--- config.mk ---
export PLATFORM = sky130hd
export DESIGN_NAME = instruction_fetch
export DESIGN_NICKNAME = d
export VERILOG_FILES = /design/src/rtl/instruction_fetch_pkg.sv /design/src/rtl/instruction_fetch_if_id_reg.sv /design/src/rtl/instruction_fetch.sv
export SDC_FILE = /design/constraint.sdc
export NUM_CORES = 1
export LEC_CHECK = 0
export CAP_MARGIN = 10
export CORE_MARGIN = 8
export CORE_UTILIZATION = 47
export DETAILED_ROUTE_END_ITERATION = 10
export PLACE_DENSITY = 0.75
export SYNTH_ARGS = -nofsm -noshare
export SYNTH_HDL_FRONTEND = slang
export SYNTH_HIERARCHICAL = 1
export SYNTH_SLANG_ARGS = --single-unit
--- constraint.sdc ---
create_clock -name clk -period 13.9 [get_ports clk]
set_input_delay 2.78 -clock clk [delete_from_list [all_inputs] [get_ports clk]]
set_output_delay 2.78 -clock clk [all_outputs]
set_load 0.02 [all_outputs]
--- src/rtl/instruction_fetch_pkg.sv ---
// Shared definitions for the instruction fetch stage: next-PC selector codes,
// IF state encoding and the default bubble instruction.
package instruction_fetch_pkg;

   localparam logic [1:0] PCSRC_SEQ = 2'b00;
   localparam logic [1:0] PCSRC_BR  = 2'b01;
   localparam logic [1:0] PCSRC_REG = 2'b10;
   localparam logic [1:0] PCSRC_JMP = 2'b11;

   localparam logic [31:0] NOP_INST_DEFAULT = 32'h0000_0000;

   typedef enum logic {
      FETCH = 1'b0,
      HOLD  = 1'b1
   } if_state_t;

   function automatic logic [31:0] word_align(input logic [31:0] addr);
      return {addr[31:2], 2'b00};
   endfunction

endpackage

--- src/rtl/instruction_fetch_if_id_reg.sv ---
// IF/ID pipeline register: flush beats hold, hold beats load, and a cycle
// with nothing to load inserts a bubble.
module if_id_reg
   import instruction_fetch_pkg::*;
#(
   parameter logic [31:0] RESET_PC = 32'h0000_0000,
   parameter logic [31:0] NOP_INST = NOP_INST_DEFAULT
) (
   input  logic        clk,
   input  logic        rst,
   input  logic        hold,
   input  logic        flush,
   input  logic        load,
   input  logic [31:0] inst_in,
   input  logic [31:0] pc4_in,
   output logic        valid,
   output logic [31:0] inst,
   output logic [31:0] pc4
);

   logic        valid_q, valid_d;
   logic [31:0] inst_q, inst_d;
   logic [31:0] pc4_q, pc4_d;

   always_comb begin
      valid_d = valid_q;
      inst_d  = inst_q;
      pc4_d   = pc4_q;
      if (flush) begin
         valid_d = 1'b0;
         inst_d  = NOP_INST;
      end else if (!hold) begin
         if (load) begin
            valid_d = 1'b1;
            inst_d  = inst_in;
            pc4_d   = pc4_in;
         end else begin
            valid_d = 1'b0;
            inst_d  = NOP_INST;
         end
      end
   end

   always_ff @(posedge clk or posedge rst) begin
      if (rst) begin
         valid_q <= 1'b0;
         inst_q  <= NOP_INST;
         pc4_q   <= RESET_PC + 32'd4;
      end else begin
         valid_q <= valid_d;
         inst_q  <= inst_d;
         pc4_q   <= pc4_d;
      end
   end

   assign valid = valid_q;
   assign inst  = inst_q;
   assign pc4   = pc4_q;

endmodule

--- src/rtl/instruction_fetch.sv ---
// IF stage: PC, next-PC select, req/ready fetch FSM with skid and kill, IF/ID.
// Define IF_PERF_EN to add the perf_fetched/perf_squashed counters.
module instruction_fetch
   import instruction_fetch_pkg::*;
#(
   parameter logic [31:0] RESET_PC = 32'h0000_0000,
   parameter logic [31:0] NOP_INST = NOP_INST_DEFAULT
) (
   input  logic        clk,
   input  logic        clrn,
   input  logic [1:0]  pcsource,
   input  logic [31:0] bpc,
   input  logic [31:0] jpc,
   input  logic [31:0] rpc,
   input  logic        id_stall,
   output logic        imem_req,
   output logic [31:0] imem_addr,
   input  logic        imem_ready,
   input  logic [31:0] imem_rdata,
   output logic [31:0] id_pc4,
   output logic [31:0] id_inst,
   output logic        id_valid
`ifdef IF_PERF_EN
   ,
   output logic [31:0] perf_fetched,
   output logic [31:0] perf_squashed
`endif
);

   if_state_t   state_q, state_d;
   logic [31:0] pc_q, pc_d;
   logic        kill_q, kill_d;
   logic [31:0] kill_addr_q, kill_addr_d;
   logic [31:0] skid_inst_q, skid_inst_d;
   logic [31:0] skid_pc4_q, skid_pc4_d;
   logic        req_en_q, req_en_d;

   logic        redirect;
   logic        resp;
   logic        squash;
   logic [31:0] pc_plus4;
   logic [31:0] target;
   logic        ifid_load;
   logic [31:0] ifid_inst;
   logic [31:0] ifid_pc4;

   assign pc_plus4 = pc_q + 32'd4;
   assign redirect = (pcsource != PCSRC_SEQ) && id_valid && !id_stall;
   assign req_en_d = 1'b1;

   // req stays low for the first cycle out of reset
   assign imem_req  = req_en_q && (state_q == FETCH);
   // a killed request keeps its original address until the memory accepts it
   assign imem_addr = kill_q ? kill_addr_q : pc_q;
   assign resp      = imem_req && imem_ready;

   always_comb begin
      target = pc_plus4;
      case (pcsource)
         PCSRC_BR:  target = word_align(bpc);
         PCSRC_REG: target = word_align(rpc);
         PCSRC_JMP: target = word_align(jpc);
         default:   target = pc_plus4;
      endcase
   end

   always_comb begin
      state_d     = state_q;
      pc_d        = pc_q;
      kill_d      = kill_q;
      kill_addr_d = kill_addr_q;
      skid_inst_d = skid_inst_q;
      skid_pc4_d  = skid_pc4_q;
      ifid_load   = 1'b0;
      ifid_inst   = imem_rdata;
      ifid_pc4    = pc_plus4;
      squash      = 1'b0;
      unique case (state_q)
         FETCH: begin
            if (redirect) begin
               pc_d = target;
               if (resp) begin
                  squash = 1'b1;
               end else if (imem_req && !kill_q) begin
                  kill_d      = 1'b1;
                  kill_addr_d = pc_q;
               end
            end else if (resp) begin
               if (kill_q) begin
                  kill_d = 1'b0;
                  squash = 1'b1;
               end else if (id_stall) begin
                  skid_inst_d = imem_rdata;
                  skid_pc4_d  = pc_plus4;
                  pc_d        = pc_plus4;
                  state_d     = HOLD;
               end else begin
                  ifid_load = 1'b1;
                  pc_d      = pc_plus4;
               end
            end
         end
         HOLD: begin
            ifid_inst = skid_inst_q;
            ifid_pc4  = skid_pc4_q;
            // a redirect from the instruction ahead makes the skid entry wrong-path
            if (redirect) begin
               pc_d    = target;
               state_d = FETCH;
               squash  = 1'b1;
            end else if (!id_stall) begin
               ifid_load = 1'b1;
               state_d   = FETCH;
            end
         end
      endcase
   end

   always_ff @(posedge clk or posedge clrn) begin
      if (clrn) begin
         state_q     <= FETCH;
         pc_q        <= word_align(RESET_PC);
         kill_q      <= 1'b0;
         kill_addr_q <= '0;
         skid_inst_q <= NOP_INST;
         skid_pc4_q  <= '0;
         req_en_q    <= 1'b0;
      end else begin
         state_q     <= state_d;
         pc_q        <= pc_d;
         kill_q      <= kill_d;
         kill_addr_q <= kill_addr_d;
         skid_inst_q <= skid_inst_d;
         skid_pc4_q  <= skid_pc4_d;
         req_en_q    <= req_en_d;
      end
   end

   if_id_reg #(
      .RESET_PC (RESET_PC),
      .NOP_INST (NOP_INST)
   ) u_if_id (
      .clk     (clk),
      .rst     (clrn),
      .hold    (id_stall),
      .flush   (redirect),
      .load    (ifid_load),
      .inst_in (ifid_inst),
      .pc4_in  (ifid_pc4),
      .valid   (id_valid),
      .inst    (id_inst),
      .pc4     (id_pc4)
   );

`ifdef IF_PERF_EN
   logic [31:0] fetched_q, fetched_d;
   logic [31:0] squashed_q, squashed_d;

   always_comb begin
      fetched_d  = fetched_q;
      squashed_d = squashed_q;
      if (ifid_load && (fetched_q != '1)) begin
         fetched_d = fetched_q + 32'd1;
      end
      if (squash && (squashed_q != '1)) begin
         squashed_d = squashed_q + 32'd1;
      end
   end

   always_ff @(posedge clk or posedge clrn) begin
      if (clrn) begin
         fetched_q  <= '0;
         squashed_q <= '0;
      end else begin
         fetched_q  <= fetched_d;
         squashed_q <= squashed_d;
      end
   end

   assign perf_fetched  = fetched_q;
   assign perf_squashed = squashed_q;
`endif

endmodule

-- Word-level counts from Yosys, hierarchy flattened
Index checks and enable logic that the tools add are counted.
- flip-flop bits (word level): 196
- output and inout port bits: 98
- word-level logic and storage cells: 70
- bits in read-only memories: 0
- memories: 0
- latch bits: 0
- input bits: 134
- RAM bits: 0
- muxes and demuxes: 31
- $mul: 0
- divide/modulo/power cells: 0
- reductions and logical operators: 15
- $lt $le $gt $ge: 0
- equality and inequality tests: 8
- $add $sub $neg: 1
- shift operators: 0
- bitwise operators: 5
- operators by type and width (kind ; number):
    32-bit 2-to-1 mux ; 10
    32-bit one-hot mux with 3 select lines ; 1
    32-bit one-hot mux with 2 select lines ; 1
    32-bit by 3-bit adder with 32-bit output, second input constant ; 1
    1-bit 2-to-1 mux ; 17
    4-bit AND reduction ; 2
    3-bit != test, second input constant ; 2
    3-bit AND reduction ; 2
    2-bit nonzero test ; 3
    1-bit logical AND ; 5
    1-bit NOT ; 5
    5-bit AND reduction ; 1
    2-bit == test, second input constant ; 2
    2-bit by 1-bit != test with 1-bit output, second input constant ; 2
    1-bit one-hot mux with 2 select lines ; 2
    2-bit by 1-bit == test with 1-bit output, second input constant ; 1
    1-bit zero test ; 2
    2-bit != test, second input constant ; 1

-- Logic depth before layout (Yosys ltp)
- depth in word-level cells: 9
- gate-level depth with buffers: 9
- depth with buffers taken out: 7

-- Modules after synthesis
Netlist, hierarchy kept.
- by module, submodules not included (module ; cells an instance ; seq. area each (um^2) ; area an instance (um^2) ; instances):
    instruction_fetch ; 727 ; 3278.1 ; 7872.6 ; 1
    if_id_reg ; 215 ; 1627.8 ; 2650.0 ; 1

-- Worst setup path before layout
OpenSTA, ideal clock, no wires.
- kind: input to register
- start: input pcsource[1]
- end: register u_if_id.pc4_q[10], in the netlist u_if_id/pc4[10]
- setup time: 0.125 ns
- slack: 9.456 ns
- data arrival time: 4.320 ns
- cell stages on the path: 8
- path buffers: 3
- required time: 13.775 ns
- cell sequence: buf_2 o21a_1 nand2_1 inv_1 buf_6 nor3b_4 buf_6 mux2_2
- longest elaborated chain between the ends: 6
- elaborated cells on any way between the ends: 8
- those cells by class: 3 x mux; 1 x bitwise; 4 x reduce/logical
- RTL lines (what ; line ; RTL):
    start: declaration ; instruction_fetch.sv:11 ; input logic [1:0] pcsource,
    2-bit nonzero test * ; instruction_fetch.sv:48 ; assign redirect = (pcsource != PCSRC_SEQ) && id_valid && !id_stall;
    1-bit logical AND * (2 in a row) ; instruction_fetch.sv:48 ;
    net redirect ; instruction_fetch.sv:38 ; logic redirect;
    1-bit 2-to-1 mux (on tied branches) ; instruction_fetch.sv:107, instruction_fetch.sv:80 ;
    1-bit one-hot mux with 2 select lines ; instruction_fetch.sv:78 ; unique case (state_q)
    3-bit AND reduction (no source line) * ; - ;
    end signal: assignment ; instruction_fetch_if_id_reg.sv:48 ; pc4_q <= RESET_PC + 32'd4;
    end signal: assignment ; instruction_fetch_if_id_reg.sv:52 ; pc4_q <= pc4_d;
    end: declaration ; instruction_fetch_if_id_reg.sv:23 ; logic [31:0] pc4_q, pc4_d;
Mark *: on every way through the listed nets, which the timed path passes. The rest lies on a longest branch.
A chain may end at the register's enable or synchronous reset.

-- Worst setup path in the final report
- start: input id_stall
- end: register u_if_id.pc4_q[29], in the netlist u_if_id/pc4[29]
- elaborated cells on any way between the ends: 11
- those cells by class: 6 x mux; 2 x bitwise; 3 x reduce/logical
- RTL lines (what ; line ; RTL):
    start: declaration ; instruction_fetch.sv:15 ; input logic id_stall,
    1-bit zero test * ; - ;
    1-bit logical AND * ; instruction_fetch.sv:48 ;
    net redirect ; instruction_fetch.sv:38 ;
    1-bit 2-to-1 mux (on tied branches) ; instruction_fetch.sv:107, instruction_fetch.sv:80 ;
    1-bit one-hot mux with 2 select lines ; instruction_fetch.sv:78 ;
    3-bit AND reduction (no source line) * ; - ;
Marked as above.

==> flow_summary.json <==
{
  "ys.warnings.count": 6,
  "synth-edff-count": 0,
  "critical-path-top-cell-by-count": "sky130_fd_sc_hd__buf_4",
  "r2r_cells": 6,
  "initial_antenna_violation_count": 1,
  "timing.critical_path.to_type": "flip-flop",
  "timing.final.crit_share_pct": 40.88,
  "clockRootBuffer": "sky130_fd_sc_hd__clkbuf_16",
  "track_usage_pct": 20.41,
  "critPathKind": "in -> reg",
  "ctsHoldBuffers": 0,
  "final_report_setup_violation_count": 0,
  "worstMarginPinSlew_ns": 1.110,
  "post_placement_setup_slack_ns": 7.720,
  "syn_area_mm2": 0.01052,
  "critical-path-max-stage-delay_ns": 0.70,
  "design.final.nets": 1253,
  "ioPinCount": 232,
  "core-area_mm2": 0.02189,
  "postSynth.topFlopCell": "sky130_fd_sc_hd__dfrtp_1",
  "cellPowerDensity_mw_per_mm2": 186.8,
  "vias_per_instance": 5.546,
  "clock_insertion_delay_worst_skew_ns": 0.44,
  "maxClockFrequency_mhz": 176.0,
  "insertedDiodeCount": 0,
  "placedInstanceArea_mm2": 0.01281,
  "globalRoute.totalOverflow": 0,
  "post_synth_inst_count": 942,
  "ctsHtreeMaxLevel": 4,
  "leakage_uw": 0.005564,
  "drt-wirelength-per-cell_um": 19.88,
  "cts-resized-gates": 0,
  "post-cts-setup-buffers": 0,
  "crit_path_launch_type": "input pin",
  "tritoncts": "built",
  "hold_violations": 0,
  "numPortBuffers": 225,
  "max-clock-path-buffers": 2,
  "max_cap_viol_count": 0,
  "post-route-min-period_ns": 5.682,
  "hold-worst-slack_ns": 0.4827,
  "irDropWorstVdd_mv": 0.1052,
  "worst-endpoint-required_ns": 14.22,
  "layout_commonest_cell": "sky130_fd_sc_hd__clkdlybuf4s50_1",
  "grt_pass1_vias": 8085,
  "fp-row-count": 54,
  "die_area_mm2": 0.02743,
  "floorplan.die.height_um": 165.6,
  "via_count": 7825,
  "tns_ns": 0,
  "hpwl_um": 19290,
  "timing.slew.headroom_pct": 26.02,
  "postSynthAreaPerCell_um2": 11.17,
  "crit_path_max_fanout": 70,
  "largest_clock_skew_in_the_final_design_ns": 0.01410,
  "antenna_left": 0,
  "timing.critical_path.buf_inv": 6,
  "drt_drc_violations_left": 0,
  "register_bit_total_from_synthesis": 196,
  "setup_repair_after_global_routing_missed_its_margin": "no",
  "synth-async-reset-ratio_pct": 100.0,
  "cts_made_buffers": 17,
  "clkSlewWorstSetupHoldPaths_ns": 0.07,
  "synth.distinct_cells": 61,
  "cp.depth": 9,
  "syn_to_final_growth_pct": 27.54,
  "postSynthNetCount": 1077,
  "hold_path_class": "reg -> reg",
  "wirelength_um": 28050,
  "start_util_pct": 48.07,
  "timing.critical_path.max_delay_family": "buffers and inverters",
  "worst-endpoint-arrival_ns": 6.00,
  "final_cell_mix": "222 x sky130_fd_sc_hd__clkdlybuf4s50_1, 193 x sky130_fd_sc_hd__dfrtp_1, 186 x sky130_fd_sc_hd__mux2_2",
  "timing.hold.worst_path_depth": 2,
  "cpMaxStageDelayCell": "sky130_fd_sc_hd__nor3b_4",
  "num_clock_sinks": 196,
  "synth_seq_area_share_pct": 46.62,
  "grt_first_pass_wirelength_um": 45640,
  "slew_violations": 0,
  "worst_case_setup_margin_in_the_final_layout_ns": 8.218,
  "post-route-cell-area_mm2": 0.01342,
  "post_route_cells_drive_above_1_share_pct": 22.90,
  "place_congestion": 0.8478,
  "drt_iter0_markers": 469,
  "grt_start_max_net_pins": 89,
  "chipWidth_um": 165.6,
  "worstPathCellList": "buf_2 > buf_4 > inv_1 > nand2_1 > inv_1 > buf_4 > nor3b_4 > buf_4 > mux2_2",
  "drt_pass1_iterations": 5,
  "run_status": "finished, final reports clean"
}
## flip-flops by register name, summed over array words and instances (netlist names)
| name | count |
|---|---|
| u_if_id/inst | 32 |
| pc_q | 32 |
| state_q | 1 |
| u_if_id/valid | 1 |
| skid_inst_q | 32 |
| kill_q | 1 |
| req_en_q | 1 |
| skid_pc4_q | 32 |
| u_if_id/pc4 | 32 |
| kill_addr_q | 32 |
## layout make-up
class,instances,area [um^2]
Fill cell,1835,8471
Multi-Input combinational cell,631,5092
Sequential cell,196,4911
Timing Repair Buffer,236,2320
Clock buffer,17,425.4
Tap cell,280,350.3
Clock inverter,15,181.4
Inverter,36,140.1
## tightest hold or removal path: stages, from the launching register on
cell and delay (ns):
sky130_fd_sc_hd__dfrtp_1 0.34, sky130_fd_sc_hd__nand2_1 0.04, sky130_fd_sc_hd__o21ai_0 0.06
## layer usage
metal / wire, um / global-route usage (%)
met5: 15 / 0
met4: 750 / 6.975
met3: 1100 / 3.881
met2: 14090 / 34.46
met1: 12100 / 25.73
## power by group
| part | total, uW | switching, uW | leakage [uW] | internal, uW |
|---|---|---|---|---|
| Clock | 506 | 246 | 0.000296 | 260 |
| Sequential | 1010 | 217 | 0.00246 | 790 |
| Combinational | 994 | 472 | 0.00281 | 522 |
| Total | 2510 | 934 | 0.00556 | 1570 |
## per-stage QoR
step	cells	utilization [%]	total power, uW
after floorplan	942	-	1615
after global placement	1379	58.53	1984
after detailed placement	1379	58.53	2015
after CTS	1411	61.31	2529
after global routing	1411	61.31	2655
final	1411	61.31	2507
## cell usage after synthesis (6+ instances only)
cell / count / area share, %
sky130_fd_sc_hd__xnor2_1: 18 / 1.5
sky130_fd_sc_hd__nor2_1: 28 / 1.0
sky130_fd_sc_hd__o21ai_0: 38 / 1.8
sky130_fd_sc_hd__a31oi_1: 11 / 0.65
sky130_fd_sc_hd__clkbuf_1: 40 / 1.4
sky130_fd_sc_hd__nand2_1: 79 / 2.8
sky130_fd_sc_hd__a221o_1: 9 / 0.86
sky130_fd_sc_hd__mux2i_1: 36 / 3.4
sky130_fd_sc_hd__buf_2: 21 / 1.0
sky130_fd_sc_hd__a221oi_1: 11 / 0.92
sky130_fd_sc_hd__a21oi_1: 50 / 2.4
sky130_fd_sc_hd__dfrtp_1: 195 / 46
sky130_fd_sc_hd__nand3b_1: 32 / 2.3
sky130_fd_sc_hd__nand3_1: 10 / 0.48
sky130_fd_sc_hd__inv_1: 36 / 1.3
sky130_fd_sc_hd__o22a_1: 12 / 1.0
sky130_fd_sc_hd__nor3_1: 9 / 0.43
sky130_fd_sc_hd__xor2_1: 10 / 0.83
sky130_fd_sc_hd__buf_6: 9 / 0.96
sky130_fd_sc_hd__mux2_2: 186 / 20
sky130_fd_sc_hd__a21o_1: 7 / 0.50
sky130_fd_sc_hd__a211oi_1: 6 / 0.43
sky130_fd_sc_hd__nand4_1: 8 / 0.48
sky130_fd_sc_hd__o21a_1: 6 / 0.43
## final timing paths
kind / from / slack (ns) / to
min in group asynchronous: clrn / 2.95 / skid_inst_q[31]
max reg2reg: state_q / 10.38 / u_if_id/pc4[29]
max in group asynchronous: clrn / 9.81 / state_q
max: id_stall / 8.22 / u_if_id/pc4[29]
min reg2reg: skid_pc4_q[2] / 0.48 / skid_pc4_q[2]
min: skid_pc4_q[2] / 0.48 / skid_pc4_q[2]
## logic make-up (layout without fill, tap and decap cells)
kind of cell	Yosys count	count (layout)	share of synthesized area (%)
flops	196	196	46.62
simple gates	199	199	10.99
compound gates	177	177	11.02
xor+xnor	28	28	2.331
fa+ha+maj	1	1	0.1189
other cells	1	1	0.03564
buf+inv	115	304	5.232
mux	225	225	23.65
Note: power is estimated with default switching activity, not from simulation.
